==> config.mk <==
export PLATFORM = sky130hd
export DESIGN_NAME = cp0_reg_flat
export DESIGN_NICKNAME = d
export VERILOG_FILES = /design/src/rtl/cp0_reg_pkg.sv /design/src/rtl/cp0_reg_if.sv /design/src/rtl/cp0_timer.sv /design/src/rtl/cp0_reg.sv /design/src/flat_wrapper.sv
export SDC_FILE = /design/constraint.sdc
export NUM_CORES = 1
export LEC_CHECK = 0
export BUFFER_PORTS_ARGS = -buffer_cell sky130_fd_sc_hd__buf_2
export CELL_PAD_IN_SITES_DETAIL_PLACEMENT = 0
export CELL_PAD_IN_SITES_GLOBAL_PLACEMENT = 2
export CORE_ASPECT_RATIO = 1.1
export CORE_MARGIN = 2
export CORE_UTILIZATION = 26
export CTS_CLUSTER_DIAMETER = 40
export DETAILED_ROUTE_END_ITERATION = 7
export GPL_TIMING_DRIVEN = 0
export PLACE_DENSITY = 0.87
export SLEW_MARGIN = 25
export SYNTH_ARGS = -nofsm -noshare
export SYNTH_HDL_FRONTEND = slang
export SYNTH_SLANG_ARGS = --single-unit
==> constraint.sdc <==
create_clock -name clk -period 3.2 [get_ports clk]
set_input_delay 0.64 -clock clk [delete_from_list [all_inputs] [get_ports clk]]
set_output_delay 0.64 -clock clk [all_outputs]
set_load 0.005 [all_outputs]
==> src/rtl/cp0_reg_pkg.sv <==
// rtl/cp0_reg_pkg.sv - shared CP0 register numbers, exception codes and field positions
// Purpose: constants and small decode helpers used by cp0_reg and cp0_timer.
// Ports: none (package).
package cp0_reg_pkg;

  // CP0 register numbers
  localparam logic [4:0] REG_COUNT   = 5'd9;
  localparam logic [4:0] REG_COMPARE = 5'd11;
  localparam logic [4:0] REG_STATUS  = 5'd12;
  localparam logic [4:0] REG_CAUSE   = 5'd13;
  localparam logic [4:0] REG_EPC     = 5'd14;
  localparam logic [4:0] REG_PRID    = 5'd15;
  localparam logic [4:0] REG_CONFIG  = 5'd16;

  // Committed exception codes as decoded by the pipeline controller
  localparam logic [31:0] EXC_INTERRUPT = 32'h0000_0001;
  localparam logic [31:0] EXC_SYSCALL   = 32'h0000_0008;
  localparam logic [31:0] EXC_INST_INV  = 32'h0000_000a;
  localparam logic [31:0] EXC_OVERFLOW  = 32'h0000_000c;
  localparam logic [31:0] EXC_TRAP      = 32'h0000_000d;
  localparam logic [31:0] EXC_ERET      = 32'h0000_000e;

  // Cause.ExcCode field values
  typedef enum logic [4:0] {
    EXCCODE_INT  = 5'h00,
    EXCCODE_SYS  = 5'h08,
    EXCCODE_RI   = 5'h0a,
    EXCCODE_OV   = 5'h0c,
    EXCCODE_TR   = 5'h0d
  } exccode_e;

  // Status / Cause bit positions
  localparam int STATUS_EXL     = 1;
  localparam int CAUSE_BD       = 31;
  localparam int CAUSE_WP       = 23;
  localparam int CAUSE_IV       = 22;
  localparam int CAUSE_IP_HI    = 15;
  localparam int CAUSE_IP_LO    = 10;
  localparam int CAUSE_IPSW_HI  = 9;
  localparam int CAUSE_IPSW_LO  = 8;
  localparam int CAUSE_EXC_HI   = 6;
  localparam int CAUSE_EXC_LO   = 2;

  // Codes that record EPC/BD and raise EXL
  function automatic logic is_common_exc(input logic [31:0] code);
    return (code == EXC_INTERRUPT) || (code == EXC_SYSCALL) ||
           (code == EXC_INST_INV)  || (code == EXC_OVERFLOW) ||
           (code == EXC_TRAP);
  endfunction

  function automatic exccode_e exc_code_of(input logic [31:0] code);
    case (code)
      EXC_SYSCALL:  return EXCCODE_SYS;
      EXC_INST_INV: return EXCCODE_RI;
      EXC_OVERFLOW: return EXCCODE_OV;
      EXC_TRAP:     return EXCCODE_TR;
      default:      return EXCCODE_INT;
    endcase
  endfunction

endpackage

==> src/rtl/cp0_reg_if.sv <==
// rtl/cp0_reg_if.sv - mtc0/mfc0 register access bus
// Purpose: groups the write port (from WB) and read port (from EX) of the CP0 file.
// Signals: we_i, waddr_i, data_i (write); raddr_i, data_o (read).
interface cp0_reg_if;
  logic        we_i;
  logic [4:0]  waddr_i;
  logic [4:0]  raddr_i;
  logic [31:0] data_i;
  logic [31:0] data_o;

  modport master (output we_i, waddr_i, raddr_i, data_i, input data_o);
  modport slave  (input we_i, waddr_i, raddr_i, data_i, output data_o);
endinterface

==> src/rtl/cp0_timer.sv <==
// rtl/cp0_timer.sv - Count/Compare timer with sticky timer interrupt
// Purpose: free-running Count, Compare register and timer interrupt request.
// Ports: clk, rst (sync active-high); count_we/compare_we/wdata load the registers;
//        count_o, compare_o mirrors; timer_int_o interrupt request.
module cp0_timer (
  input  logic        clk,
  input  logic        rst,
  input  logic        count_we,
  input  logic        compare_we,
  input  logic [31:0] wdata,
  output logic [31:0] count_o,
  output logic [31:0] compare_o,
  output logic        timer_int_o
);

  logic [31:0] count_q, count_d;
  logic [31:0] compare_q, compare_d;
  logic        timer_int_q, timer_int_d;

  always_comb begin
    count_d     = count_we ? wdata : count_q + 32'd1;
    compare_d   = compare_we ? wdata : compare_q;
    timer_int_d = timer_int_q;
    // Match uses the pre-increment Count; the request is sticky until
    // software rewrites Compare, which also acknowledges it.
    if (compare_we) begin
      timer_int_d = 1'b0;
    end else if ((compare_q != 32'd0) && (count_q == compare_q)) begin
      timer_int_d = 1'b1;
    end
  end

  always_ff @(posedge clk) begin
    if (rst) begin
      count_q     <= 32'd0;
      compare_q   <= 32'd0;
      timer_int_q <= 1'b0;
    end else begin
      count_q     <= count_d;
      compare_q   <= compare_d;
      timer_int_q <= timer_int_d;
    end
  end

  assign count_o     = count_q;
  assign compare_o   = compare_q;
  assign timer_int_o = timer_int_q;

endmodule

==> src/rtl/cp0_reg.sv <==
// rtl/cp0_reg.sv - OpenMIPS coprocessor-0 register file
// Purpose: Status/Cause/EPC/PRId/Config plus timer, mtc0 writes, mfc0 reads and
//          exception side-effects for the code committed from MEM.
// Ports: clk, rst (sync active-high); bus (mtc0/mfc0 access); int_i hardware
//        interrupts; excepttype_i/current_inst_addr_i/is_in_delayslot_i exception
//        commit; *_o register mirrors; timer_int_o timer interrupt request.
module cp0_reg
  import cp0_reg_pkg::*;
#(
  parameter logic [31:0] PRID_VAL   = 32'h004C0102,
  parameter logic [31:0] CONFIG_RST = 32'h00008000,
  parameter logic [31:0] STATUS_RST = 32'h10000000
) (
  input  logic              clk,
  input  logic              rst,
  cp0_reg_if.slave          bus,
  input  logic [5:0]        int_i,
  input  logic [31:0]       excepttype_i,
  input  logic [31:0]       current_inst_addr_i,
  input  logic              is_in_delayslot_i,
  output logic [31:0]       count_o,
  output logic [31:0]       compare_o,
  output logic [31:0]       status_o,
  output logic [31:0]       cause_o,
  output logic [31:0]       epc_o,
  output logic [31:0]       config_o,
  output logic [31:0]       prid_o,
  output logic              timer_int_o
);

  logic [31:0] status_q, status_d;
  logic [31:0] cause_q, cause_d;
  logic [31:0] epc_q, epc_d;

  cp0_timer u_timer (
    .clk         (clk),
    .rst         (rst),
    .count_we    (bus.we_i && (bus.waddr_i == REG_COUNT)),
    .compare_we  (bus.we_i && (bus.waddr_i == REG_COMPARE)),
    .wdata       (bus.data_i),
    .count_o     (count_o),
    .compare_o   (compare_o),
    .timer_int_o (timer_int_o)
  );

  always_comb begin
    status_d = status_q;
    cause_d  = cause_q;
    epc_d    = epc_q;

    cause_d[CAUSE_IP_HI:CAUSE_IP_LO] = int_i;

    if (bus.we_i) begin
      case (bus.waddr_i)
        REG_STATUS: status_d = bus.data_i;
        REG_CAUSE: begin
          // Only the software interrupt bits and IV/WP are writable
          cause_d[CAUSE_IPSW_HI:CAUSE_IPSW_LO] = bus.data_i[CAUSE_IPSW_HI:CAUSE_IPSW_LO];
          cause_d[CAUSE_IV] = bus.data_i[CAUSE_IV];
          cause_d[CAUSE_WP] = bus.data_i[CAUSE_WP];
        end
        REG_EPC: epc_d = bus.data_i;
        default: ;
      endcase
    end

    // Exception handling comes second so it overrides a same-cycle mtc0
    if (is_common_exc(excepttype_i)) begin
      // Nested exceptions keep the original return point
      if (!status_q[STATUS_EXL]) begin
        epc_d = is_in_delayslot_i ? current_inst_addr_i - 32'd4 : current_inst_addr_i;
        cause_d[CAUSE_BD] = is_in_delayslot_i;
      end
      status_d[STATUS_EXL] = 1'b1;
      cause_d[CAUSE_EXC_HI:CAUSE_EXC_LO] = exc_code_of(excepttype_i);
    end else if (excepttype_i == EXC_ERET) begin
      status_d[STATUS_EXL] = 1'b0;
    end
  end

  always_ff @(posedge clk) begin
    if (rst) begin
      status_q <= STATUS_RST;
      cause_q  <= 32'd0;
      epc_q    <= 32'd0;
    end else begin
      status_q <= status_d;
      cause_q  <= cause_d;
      epc_q    <= epc_d;
    end
  end

  // mfc0 sees committed state only; EX forwarding covers write-then-read
  always_comb begin
    case (bus.raddr_i)
      REG_COUNT:   bus.data_o = count_o;
      REG_COMPARE: bus.data_o = compare_o;
      REG_STATUS:  bus.data_o = status_q;
      REG_CAUSE:   bus.data_o = cause_q;
      REG_EPC:     bus.data_o = epc_q;
      REG_PRID:    bus.data_o = PRID_VAL;
      REG_CONFIG:  bus.data_o = CONFIG_RST;
      default:     bus.data_o = 32'd0;
    endcase
  end

  assign status_o = status_q;
  assign cause_o  = cause_q;
  assign epc_o    = epc_q;
  assign config_o = CONFIG_RST;
  assign prid_o   = PRID_VAL;

endmodule

==> src/flat_wrapper.sv <==
// flat-port wrapper written by rule: the top's interface ports become plain ports
module cp0_reg_flat import cp0_reg_pkg::*;
#(
  parameter logic [31:0] PRID_VAL   = 32'h004C0102,
  parameter logic [31:0] CONFIG_RST = 32'h00008000,
  parameter logic [31:0] STATUS_RST = 32'h10000000
)
  (clk, rst, int_i, excepttype_i, current_inst_addr_i, is_in_delayslot_i, count_o, compare_o, status_o, cause_o, epc_o, config_o, prid_o, timer_int_o, bus_we_i, bus_waddr_i, bus_raddr_i, bus_data_i, bus_data_o);
  cp0_reg_if bus_i ();
  input  logic clk;
  input  logic rst;
  input  logic [5:0] int_i;
  input  logic [31:0] excepttype_i;
  input  logic [31:0] current_inst_addr_i;
  input  logic is_in_delayslot_i;
  output logic [31:0] count_o;
  output logic [31:0] compare_o;
  output logic [31:0] status_o;
  output logic [31:0] cause_o;
  output logic [31:0] epc_o;
  output logic [31:0] config_o;
  output logic [31:0] prid_o;
  output logic timer_int_o;
  input wire logic [$bits(bus_i.we_i)-1:0] bus_we_i;
  input wire logic [$bits(bus_i.waddr_i)-1:0] bus_waddr_i;
  input wire logic [$bits(bus_i.raddr_i)-1:0] bus_raddr_i;
  input wire logic [$bits(bus_i.data_i)-1:0] bus_data_i;
  output wire logic [$bits(bus_i.data_o)-1:0] bus_data_o;
  assign bus_i.we_i = bus_we_i;
  assign bus_i.waddr_i = bus_waddr_i;
  assign bus_i.raddr_i = bus_raddr_i;
  assign bus_i.data_i = bus_data_i;
  assign bus_data_o = bus_i.data_o;
  cp0_reg #(.PRID_VAL(PRID_VAL), .CONFIG_RST(CONFIG_RST), .STATUS_RST(STATUS_RST)) u_core (.clk(clk), .rst(rst), .bus(bus_i), .int_i(int_i), .excepttype_i(excepttype_i), .current_inst_addr_i(current_inst_addr_i), .is_in_delayslot_i(is_in_delayslot_i), .count_o(count_o), .compare_o(compare_o), .status_o(status_o), .cause_o(cause_o), .epc_o(epc_o), .config_o(config_o), .prid_o(prid_o), .timer_int_o(timer_int_o));
endmodule
==> flow_summary.json, run 1 <==
{
  "cts_tree": "done",
  "clk_pin_slew_worst_paths_ns": 0.06,
  "min_period_ns": 3.11,
  "p_int_uw": 3360,
  "r2r_cells": 5,
  "cp_max_fo": 10,
  "cts.sinks": 144,
  "routedWlPerCell_um": 21.2,
  "overflow": 0,
  "grt_max_degree": 17,
  "ys.warnings.count": 0,
  "status": "complete, no violations",
  "synth_adder_area_share_pct": 0.291,
  "worstSetupEndpointType": "output port",
  "start_util_pct": 26.4,
  "synth.cell_area_mm2": 0.00859,
  "yosys.area_share.simple_pct": 20.8,
  "min_to": "u_core.cause_o[12]$_SDFF_PP0_",
  "drcViolationCount": 0,
  "startpoint_type": "primary input",
  "drv_cap": 0,
  "pwr-share-comb_pct": 11.2,
  "pwr-share-seq_pct": 40.9,
  "post-place-ws_ns": -0.664,
  "final_hold_viol_count": 0,
  "skew_ns": 0.0104,
  "ios": 373,
  "vias_per_cell": 4.78,
  "muxShareOfSynthArea_pct": 8.87,
  "coreArea_mm2": 0.0325,
  "die_width_um": 177,
  "worstSetupPathType": "primary input to output port",
  "final_max_slew_viol_count": 0,
  "async_flop_share_pct": 0,
  "syn_to_final_growth_pct": 34.6,
  "rows": 69,
  "ys_ff_latch": 144,
  "drt_pass1_iterations": 5,
  "clockBufferDepth": 2,
  "gp_congestion": 0.921,
  "dieArea_mm2": 0.0345,
  "synth.distinct_cells": 56,
  "worstHoldPathCells": 2,
  "syn_inst": 1045,
  "p_sw_uw": 1160,
  "synth_compound_area_share_pct": 16.5,
  "cts_made_buffers": 17,
  "ff2ff_setup_slack_ns": 1.01,
  "p_clk_share_pct": 47.9,
  "timing.fmax_mhz": 322,
  "worstPathArrival_ns": 2.47,
  "fill_cells": 3581,
  "port_buffers": 286,
  "layout_setup_ws_ns": 0.0909,
  "irDropWorstVdd_v": 0.000396,
  "h-tree-depth": 4,
  "synth_ff_type": "dfxtp_1",
  "powerDensity_mw_per_mm2": 391,
  "nets": 1553,
  "grt_antenna_before_repair": 1,
  "drive_gt1_share_pct": 33.0,
  "hold_path_startpoint": "int_i[2]",
  "cts-root-buf": "clkbuf_16",
  "hpwlAfterDp_mm": 32.8,
  "synth_xor_area_share_pct": 8.98,
  "worst_pin_slew_ns": 1.04,
  "vias": 8979,
  "ctsHoldBuffers": 0,
  "r2r_end": "u_core.u_timer.count_o[31]$_SDFF_PP0_",
  "synth_edf_count": 0,
  "hold_class": "primary input to register",
  "synth_top_family_by_area": "simple AND/OR/NAND/NOR gates",
  "relSlewSlack_pct": 30.4,
  "sw_frac_of_total_pct": 25.7,
  "clk_latency_ns": 0.44,
  "postLayoutCoreUtil_pct": 35.6,
  "first_iter_violations": 505,
  "timing.rr.start": "u_core.u_timer.count_o[11]$_SDFF_PP0_",
  "grt_pass1_vias": 8605,
  "syn_avg_cell_area_um2": 8.22,
  "leakagePower_uw": 0.00499,
  "rsz0062_at_grt": "false",
  "finalSetupViolCount": 0,
  "fin_crit_sh_pct": 97.2,
  "grt_usage_pct": 22.5,
  "postRouteAntennaNets": 0,
  "cp.required_ns": 2.56,
  "die_height_um": 195,
  "wirelength_mm": 39.9,
  "grt_pass1_wl_mm": 57.0,
  "synth.yosys.seq_area_share_pct": 33.6
}
-- worst max-delay path by stage --
stage                     slack (ns)           start              to
after global routing            0.04  bus_raddr_i[3]  bus_data_o[13]
after global placement         -0.66  bus_raddr_i[3]  bus_data_o[14]
after floorplan                 0.55  bus_raddr_i[1]  bus_data_o[10]
after CTS                      0.007  bus_raddr_i[3]  bus_data_o[13]
after detailed placement       -0.66  bus_raddr_i[4]  bus_data_o[14]
final                           0.09  bus_raddr_i[1]  bus_data_o[17]
-- stage by stage --
| step | std cells | cell area (um^2) | total power (uW) | hold slack, ns | TNS, ns |
|---|---|---|---|---|---|
| after floorplan | 1124 | 8880 | 2140 | 0.465 | 0 |
| after global placement | 1836 | 10800 | 2380 | 0.456 | -12.32 |
| after detailed placement | 1836 | 10800 | 2380 | 0.459 | -12.67 |
| after CTS | 1874 | 11500 | 4530 | 0.399 | 0 |
| after global routing | 1875 | 11600 | 4650 | 0.405 | 0 |
| final | 1877 | 11600 | 4520 | 0.404 | 0 |
-- worst max-delay path, cell delays in order --
cell and delay, ns:
clkbuf_2 0.31, clkbuf_2 0.32, buf_2 0.39, mux2i_1 0.41, o21ai_1 0.20, buf_2 0.19
-- per-layer routing --
metal / share of wire (%) / routed length [um] / global-route usage, % / vias up
li1: - / - / - / 4327
met1: 40 / 16000 / 26.6 / 4195
met2: 48 / 19100 / 37.5 / 381
met3: 7.7 / 3060 / 6.20 / 76
met4: 4.2 / 1660 / 10.3 / 0
met5: 0 / 0 / 0 / -
-- final cells by class --
cell class | count | area, um^2 | area share [%]
antenna | 3 | 7.51 | 0.0650
multi-input combinational | 821 | 5080 | 44.0
clock buffer | 19 | 443 | 3.83
inverter | 7 | 26.3 | 0.227
buffer | 152 | 920 | 7.96
sequential | 144 | 2880 | 24.9
clock inverter | 13 | 185 | 1.60
tap | 426 | 533 | 4.61
timing repair buffer | 292 | 1480 | 12.8
-- cell families (layout without fill, tap and decap cells) --
| logic type | Yosys count | in the layout |
|---|---|---|
| other | 2 | 84 |
| XOR/XNOR | 88 | 88 |
| AND/OR/NAND/NOR | 372 | 372 |
| multiplexers | 72 | 72 |
| flip-flops | 144 | 144 |
| AO/OA/AOI/OAI | 206 | 206 |
| buffers and inverters | 159 | 483 |
| adder cells (fa/ha/maj) | 2 | 2 |
-- power by group through the flow --
| stage | clock [uW] | sequential (uW) | combinational (uW) |
|---|---|---|---|
| 2_1_floorplan | 0 | 1880 | 266 |
| 3_3_place_gp | 0 | 1890 | 493 |
| 3_5_place_dp | 0 | 1890 | 494 |
| 4_1_cts | 2180 | 1850 | 500 |
| 5_1_grt | 2250 | 1850 | 546 |
| 6_report | 2170 | 1850 | 508 |
-- registers in the layout, summed over array words and instances (netlist names) --
name,flops
u_core.epc_o,32
u_core.status_o,32
u_core.u_timer.compare_o,32
u_core.u_timer.count_o,32
u_core.u_timer.timer_int_o,1
u_core.cause_o,15
-- synthesized netlist by cell type (5+ instances only) --
| cell type | instances | share of area, % |
|---|---|---|
| nand2_1 | 146 | 6.4 |
| dfxtp_1 | 144 | 34 |
| nor2_1 | 89 | 3.9 |
| buf_4 | 81 | 7.1 |
| a21oi_1 | 68 | 4.0 |
| xnor2_1 | 64 | 6.5 |
| clkbuf_1 | 53 | 2.3 |
| a211oi_1 | 51 | 4.5 |
| mux2i_1 | 39 | 4.5 |
| mux2_2 | 33 | 4.3 |
| nor4_1 | 25 | 1.8 |
| nand4_1 | 24 | 1.7 |
| xor2_1 | 24 | 2.4 |
| o21ai_0 | 21 | 1.2 |
| nor3_1 | 20 | 1.2 |
| nand3_1 | 17 | 0.99 |
| a22oi_1 | 15 | 1.3 |
| a221o_1 | 13 | 1.5 |
| o2bb2ai_1 | 12 | 1.2 |
| buf_2 | 11 | 0.64 |
| a211oi_2 | 7 | 1.0 |
| inv_1 | 7 | 0.31 |
| nor2b_1 | 7 | 0.51 |
| and3_1 | 6 | 0.44 |
| nor3b_1 | 6 | 0.52 |
| or3_1 | 6 | 0.44 |
| nand3b_1 | 5 | 0.44 |
-- placed cells by master (no fill, tap or decap), drive strengths merged, types with 7 or more instances in the layout --
cell / netlist / final
nand2: 146 / 146
a221o: 13 / 13
o2bb2ai: 12 / 12
dfxtp: 144 / 144
nand3: 17 / 17
buf: 98 / 390
conb: 2 / 81
nor4: 29 / 29
nor3: 21 / 21
nor3b: 7 / 7
xor2: 24 / 24
o21ai: 21 / 21
a211oi: 58 / 58
mux2i: 39 / 39
clkbuf: 54 / 73
nor2: 89 / 89
a21oi: 68 / 68
nand4: 24 / 24
xnor2: 64 / 64
a22oi: 15 / 15
nor2b: 7 / 7
mux2: 33 / 33
inv: 7 / 8
-- timing repair --
item                                    in CTS  in global routing
hold endpoints to repair                     0                  0
buffers inserted                             6                  0
endpoints found under the setup margin      31                  8
gates resized for setup                     10                  2
pin swaps                                    2                  0
Power figures use the tool's default switching activity.
==> run 2: changes to the inputs <==
--- a/config.mk
+++ b/config.mk
@@ -14,5 +14,5 @@
 export CTS_CLUSTER_DIAMETER = 40
 export DETAILED_ROUTE_END_ITERATION = 7
-export GPL_TIMING_DRIVEN = 0
+export GPL_TIMING_DRIVEN = 1
 export PLACE_DENSITY = 0.87
 export SLEW_MARGIN = 25
==> constraint.sdc (replaced) <==
create_clock -name clk -period 3.2 [get_ports clk]
set_input_delay 0.64 -clock clk [delete_from_list [all_inputs] [get_ports clk]]
set_output_delay 0.64 -clock clk [all_outputs]
set_load 0.01 [all_outputs]
==> run 2 against run 1 <==
Effect of this change:
- wire length down 8.6%
- first-iteration DRC count up 30%
- die area unchanged
- clock-buffer cell count down 1
- combinational power down 12%
- via count down 5.2%
- sequential share of layout area up 1.4 points
- core utilization down 2.0 points
- maximum frequency up 10%
- cell area down 5.5%
- critical path depth up 2
- hold slack better by 0.0098 ns
- critical path type unchanged
- critical endpoint unchanged
- highest routed layer unchanged
==> flow_summary.json, run 2 (synthesis gave the netlist of run 1 again) <==
{
  "rows": 69,
  "worst_pin_slew_ns": 0.846,
  "drt_pass1_iterations": 7,
  "die_height_um": 195,
  "layout_commonest_cell": "buf_2",
  "fin_crit_sh_pct": 88.3,
  "setup_tns_ns": 0,
  "final_hold_viol_count": 0,
  "start_util_pct": 26.4,
  "clockBufferDepth": 2,
  "ctsHoldBuffers": 0,
  "drv_cap": 0,
  "grt_max_degree": 64,
  "timing.fmax_mhz": 354,
  "overflow": 0,
  "vias": 8513,
  "irDropWorstVdd_v": 0.000275,
  "gp_congestion": 0.913,
  "dr_wl_met2_mm": 17.0,
  "h-tree-depth": 4,
  "final_max_slew_viol_count": 0,
  "cts.repair.resized": 0,
  "first_iter_violations": 654,
  "drive_gt1_share_pct": 30.4,
  "worstSetupEndpointType": "output port",
  "routedWlPerCell_um": 20.8,
  "worstSetupPathType": "primary input to output port",
  "nets": 1427,
  "port_buffers": 291,
  "cp.required_ns": 2.56,
  "die_width_um": 177,
  "worstPathArrival_ns": 2.19,
  "min_period_ns": 2.83,
  "skew_ns": 0.0155,
  "drcViolationCount": 0,
  "hpwlAfterDp_mm": 28.6,
  "status": "complete, no violations",
  "clk_latency_ns": 0.43,
  "relSlewSlack_pct": 43.6,
  "placed_area_mm2": 0.0103,
  "rsz0062_at_grt": "false",
  "syn_to_final_growth_pct": 27.2,
  "cts_tree": "done",
  "grt_antenna_before_repair": 2,
  "ios": 373,
  "highest_layer": "met4",
  "dr_wl_met3_mm": 2.95,
  "hold_class": "primary input to register",
  "leakagePower_uw": 0.00455,
  "wirelength_mm": 36.4,
  "cts_made_buffers": 17,
  "cts_setup_buffers": 0,
  "fill_cells": 3477,
  "cts-root-buf": "clkbuf_16",
  "cp_max_fo": 27,
  "coreArea_mm2": 0.0325,
  "dieArea_mm2": 0.0345,
  "stdcell_area_mm2": 0.0109,
  "powerDensity_mw_per_mm2": 414,
  "grt_usage_pct": 20.4,
  "final_cell_mix": "290 x buf_2, 146 x nand2_1, 144 x dfxtp_1, 89 x nor2_1, 81 x conb_1",
  "vias_per_cell": 4.87,
  "finalSetupViolCount": 0,
  "startpoint_type": "primary input",
  "clk_pin_slew_worst_paths_ns": 0.07,
  "postRouteAntennaNets": 0,
  "grt_pass1_wl_mm": 52.6,
  "met1Wirelength_mm": 15.6,
  "cts.sinks": 144,
  "grt_pass1_vias": 7926
}
==> run 2: cell types whose count changed in the layout (fill, tap and decap cells not counted), sizes merged <==
cell    delta
buf       -72
clkbuf    -55
clkinv     -2
bufinv     +1
diode      -1
inv        +1
==> run 2: final cells by class <==
type / instances / area (um^2) / area share (%)
timing repair buffer: 318 / 1750 / 16.0
inverter: 7 / 26.3 / 0.241
clock buffer: 18 / 429 / 3.93
antenna: 2 / 5.00 / 0.0458
tap: 426 / 533 / 4.88
sequential: 144 / 2880 / 26.4
multi-input combinational: 821 / 5090 / 46.6
clock inverter: 13 / 210 / 1.92
==> run 2: worst max-delay path: stages <==
cell and delay [ns]:
buf_2 0.11, nor2b_1 0.19, nand2_1 0.26, nor3b_4 0.30
buf_12 0.22, a22oi_1 0.08, o21ai_0 0.16, buf_2 0.20
==> run 2: path summary, 6_finish.rpt <==
check | start | end | slack, ns | cells after the start
worst max-delay path | bus_raddr_i[3] | bus_data_o[17] | 0.37 | 8
worst min register to register | u_core.status_o[22]$_SDFFE_PP0P_ | u_core.status_o[22]$_SDFFE_PP0P_ | 0.47 | 2
worst min-delay path | int_i[3] | u_core.cause_o[13]$_SDFF_PP0_ | 0.41 | 2
worst max register to register | u_core.u_timer.count_o[10]$_SDFF_PP0_ | u_core.u_timer.count_o[31]$_SDFF_PP0_ | 1.04 | 5
==> run 2: through the flow <==
step                cells  power, uW  util [%]  hold WS (ns)  setup WS (ns)
floorplan            1124       2180         -         0.492          0.521
global placement     1716       2340      31.7         0.460          0.400
detailed placement   1716       2340      31.7         0.461          0.400
CTS                  1747       4540      33.6         0.400          0.364
global route         1749       4660      33.7         0.417          0.230
finish               1749       4520      33.7         0.414          0.374
==> run 2: power by group <==
group | internal, uW | total (uW) | switching (uW)
registers | 1820 | 1850 | 38.5
clock network | 1380 | 2220 | 832
logic | 163 | 449 | 286
==> run 2: per-layer routing <==
layer,up-vias,global-route usage (%)
met4,0,6.62
met5,-,0
met1,4027,26.5
met3,48,5.61
li1,4080,-
met2,358,32.6
==> run 3: changes to the inputs <==
CORE_UTILIZATION = 27   (was 26)
PLACE_DENSITY = 0.89   (was 0.87)
SYNTH_HIERARCHICAL = 1   (was unset)
==> run 3 against run 2 <==
Effect of this change:
- power is 5.1% lower
- first-iteration DRC count is 14% higher
- via count is 0.81% higher
- clock skew is 0.0069 ns lower
- critical endpoint is now bus_data_o[30]
- largest power group unchanged
- global-route usage is 1.3 points higher
==> flow_summary.json, run 3 <==
{
  "status": "complete, no violations",
  "drive_gt1_share_pct": 31.6,
  "vias": 8582,
  "die_height_um": 193,
  "synth.yosys.seq_area_share_pct": 33.0,
  "grt_antenna_before_repair": 0,
  "min_period_ns": 3.05,
  "cts-root-buf": "clkbuf_16",
  "wirelength_mm": 37.8,
  "port_buffers": 291,
  "overflow": 0,
  "cts_made_buffers": 17,
  "dieArea_mm2": 0.0338,
  "r2r_end": "u_core/u_timer/count_o[29]$_SDFF_PP0_",
  "muxShareOfSynthArea_pct": 12.9,
  "vias_per_cell": 4.93,
  "synth.cell_area_mm2": 0.00874,
  "relSlewSlack_pct": 44.5,
  "p_sw_uw": 1140,
  "clk_latency_ns": 0.44,
  "final_hold_viol_count": 0,
  "cp_max_fo": 29,
  "worstSetupEndpointType": "output port",
  "cts_setup_buffers": 0,
  "rsz0062_at_grt": "false",
  "ys_top_cells_by_count": "144 x dfxtp_1, 132 x nor2_1, 112 x nand2_1, 83 x buf_4, 63 x mux2i_1",
  "routedWlPerCell_um": 21.7,
  "fin_crit_sh_pct": 95.2,
  "drcViolationCount": 0,
  "hpwlAfterDp_mm": 29.9,
  "die_width_um": 176,
  "postRouteAntennaNets": 0,
  "nets": 1424,
  "slowest_delay_ns": 0.37,
  "clockBufferDepth": 2,
  "coreArea_mm2": 0.0321,
  "synth.distinct_cells": 65,
  "drt_pass1_iterations": 5,
  "leakagePower_uw": 0.00479,
  "h-tree-depth": 4,
  "layout_commonest_cell": "buf_2",
  "ys_ff_latch": 144,
  "grt_usage_pct": 21.7,
  "grt_pass1_vias": 8209,
  "ios": 373,
  "cp.required_ns": 2.56,
  "fill_cells": 3438,
  "synth_compound_area_share_pct": 12.5,
  "p_clk_share_pct": 46.4,
  "synth_top_area_share_pct": 33.0,
  "cts.repair.resized": 0,
  "sw_frac_of_total_pct": 26.6,
  "synth.most_common_cell": "dfxtp_1",
  "hold_ws_ns": 0.406,
  "grt_pass1_wl_mm": 54.3,
  "async_flop_share_pct": 0,
  "ys.warnings.count": 6,
  "worstSetupPathType": "primary input to output port",
  "r2r_cells": 5,
  "drv_cap": 0,
  "irDropWorstVdd_v": 0.000397,
  "worstPathArrival_ns": 2.41,
  "gp_congestion": 0.927,
  "cp_cell_sequence": "buf_2 -> nor2b_1 -> nand2_1 -> nor3b_2 -> buf_12 -> a22oi_1 -> o21ai_0 -> buf_2",
  "hold_class": "primary input to register",
  "clk_pin_slew_worst_paths_ns": 0.06,
  "placed_area_mm2": 0.0104,
  "p_int_uw": 3150,
  "syn_inst": 1038,
  "skew_ns": 0.00860,
  "worstHoldPathCells": 2,
  "hold_path_startpoint": "int_i[4]",
  "timing.fmax_mhz": 328,
  "syn_avg_cell_area_um2": 8.42,
  "synth.area.top_cells": "dfxtp_1 33%, mux2i_1 7.2%, buf_4 7.1%",
  "start_util_pct": 27.2,
  "multi_input_area_mm2": 0.00529,
  "cts_tree": "done",
  "final_cell_mix": "290 x buf_2, 144 x dfxtp_1, 131 x nor2_1, 112 x nand2_1, 81 x conb_1",
  "yosysTopAreaCell": "dfxtp_1",
  "stdcell_area_mm2": 0.0110,
  "pwr-share-seq_pct": 43.2,
  "grt_max_degree": 81,
  "ff2ff_setup_slack_ns": 0.95,
  "cpMostUsedCell": "buf_2",
  "crit_slowest_cell": "nor2b_1",
  "rows": 69,
  "synth_ff_type": "dfxtp_1",
  "pwr-share-comb_pct": 10.5,
  "powerDensity_mw_per_mm2": 391,
  "synth_top_family_by_area": "simple AND/OR/NAND/NOR gates",
  "final_max_slew_viol_count": 0,
  "timing.rr.start": "u_core/u_timer/count_o[14]$_SDFF_PP0_",
  "layout_setup_ws_ns": 0.155,
  "ctsHoldBuffers": 0,
  "cts.sinks": 144,
  "setup_tns_ns": 0,
  "diodes": 0,
  "seq_area_mm2": 0.00288,
  "synth_adder_area_share_pct": 0.286,
  "yosys.area_share.simple_pct": 22.4,
  "synth_xor_area_share_pct": 8.72,
  "finalSetupViolCount": 0,
  "post-place-ws_ns": 0.251,
  "syn_to_final_growth_pct": 25.6,
  "startpoint_type": "primary input",
  "first_iter_violations": 745,
  "synth_edf_count": 0,
  "min_to": "u_core/cause_o[14]$_SDFF_PP0_",
  "worst_pin_slew_ns": 0.832
}
-- run 3: per-layer routing --
layer  wire length, um  up-vias  global-route usage [%]
li1                  -     4046                       -
met1             15900     4095                    27.4
met2             18100      391                    36.5
met3              2790       50                    5.10
met4               904        0                    7.15
met5                 0        -                       0
-- run 3: worst max path at each step --
| stage | start | end | slack [ns] |
|---|---|---|---|
| floorplan | bus_raddr_i[1] | bus_data_o[10] | 0.59 |
| global placement | bus_raddr_i[1] | bus_data_o[23] | 0.24 |
| detailed placement | bus_raddr_i[3] | bus_data_o[30] | 0.25 |
| CTS | bus_raddr_i[3] | bus_data_o[30] | 0.24 |
| global route | bus_raddr_i[4] | bus_data_o[3] | 0.13 |
| finish | bus_raddr_i[3] | bus_data_o[30] | 0.15 |
-- run 3: cells by family after synthesis --
logic type / Yosys count
AND/OR/NAND/NOR: 385
AO/OA/AOI/OAI: 161
buffers and inverters: 150
flip-flops: 144
multiplexers: 107
XOR/XNOR: 87
adder cells (fa/ha/maj): 2
other: 2
-- run 3: layout make-up --
| class | instances | share of cell area (%) |
|---|---|---|
| Clock buffer | 20 | 4.16 |
| Sequential cell | 144 | 26.3 |
| Multi-Input combinational cell | 823 | 48.2 |
| Tap cell | 426 | 4.86 |
| Timing Repair Buffer | 313 | 15.3 |
| Inverter | 7 | 0.239 |
| Clock inverter | 9 | 1.03 |
-- run 3: worst max-delay path, delay by kind of cell --
family | cells | cell delay [ns]
AND/OR/NAND/NOR | 3 | 0.92
AO/OA/AOI/OAI | 2 | 0.30
buffers and inverters | 3 | 0.52
-- run 3: per-stage QoR --
stage | total power [uW] | util [%] | cells
floorplan | 2170 | - | 1117
global placement | 2330 | 32.4 | 1713
detailed placement | 2330 | 32.4 | 1713
CTS | 4310 | 34.2 | 1742
global route | 4430 | 34.2 | 1742
finish | 4290 | 34.2 | 1742
-- run 3: power groups by stage --
stage                     Clock, uW  Combinational, uW  Sequential, uW
after CTS                      2010                444            1850
after floorplan                   0                286            1890
after global placement            0                441            1890
after global routing           2090                485            1850
final                          1990                449            1850
after detailed placement          0                443            1890
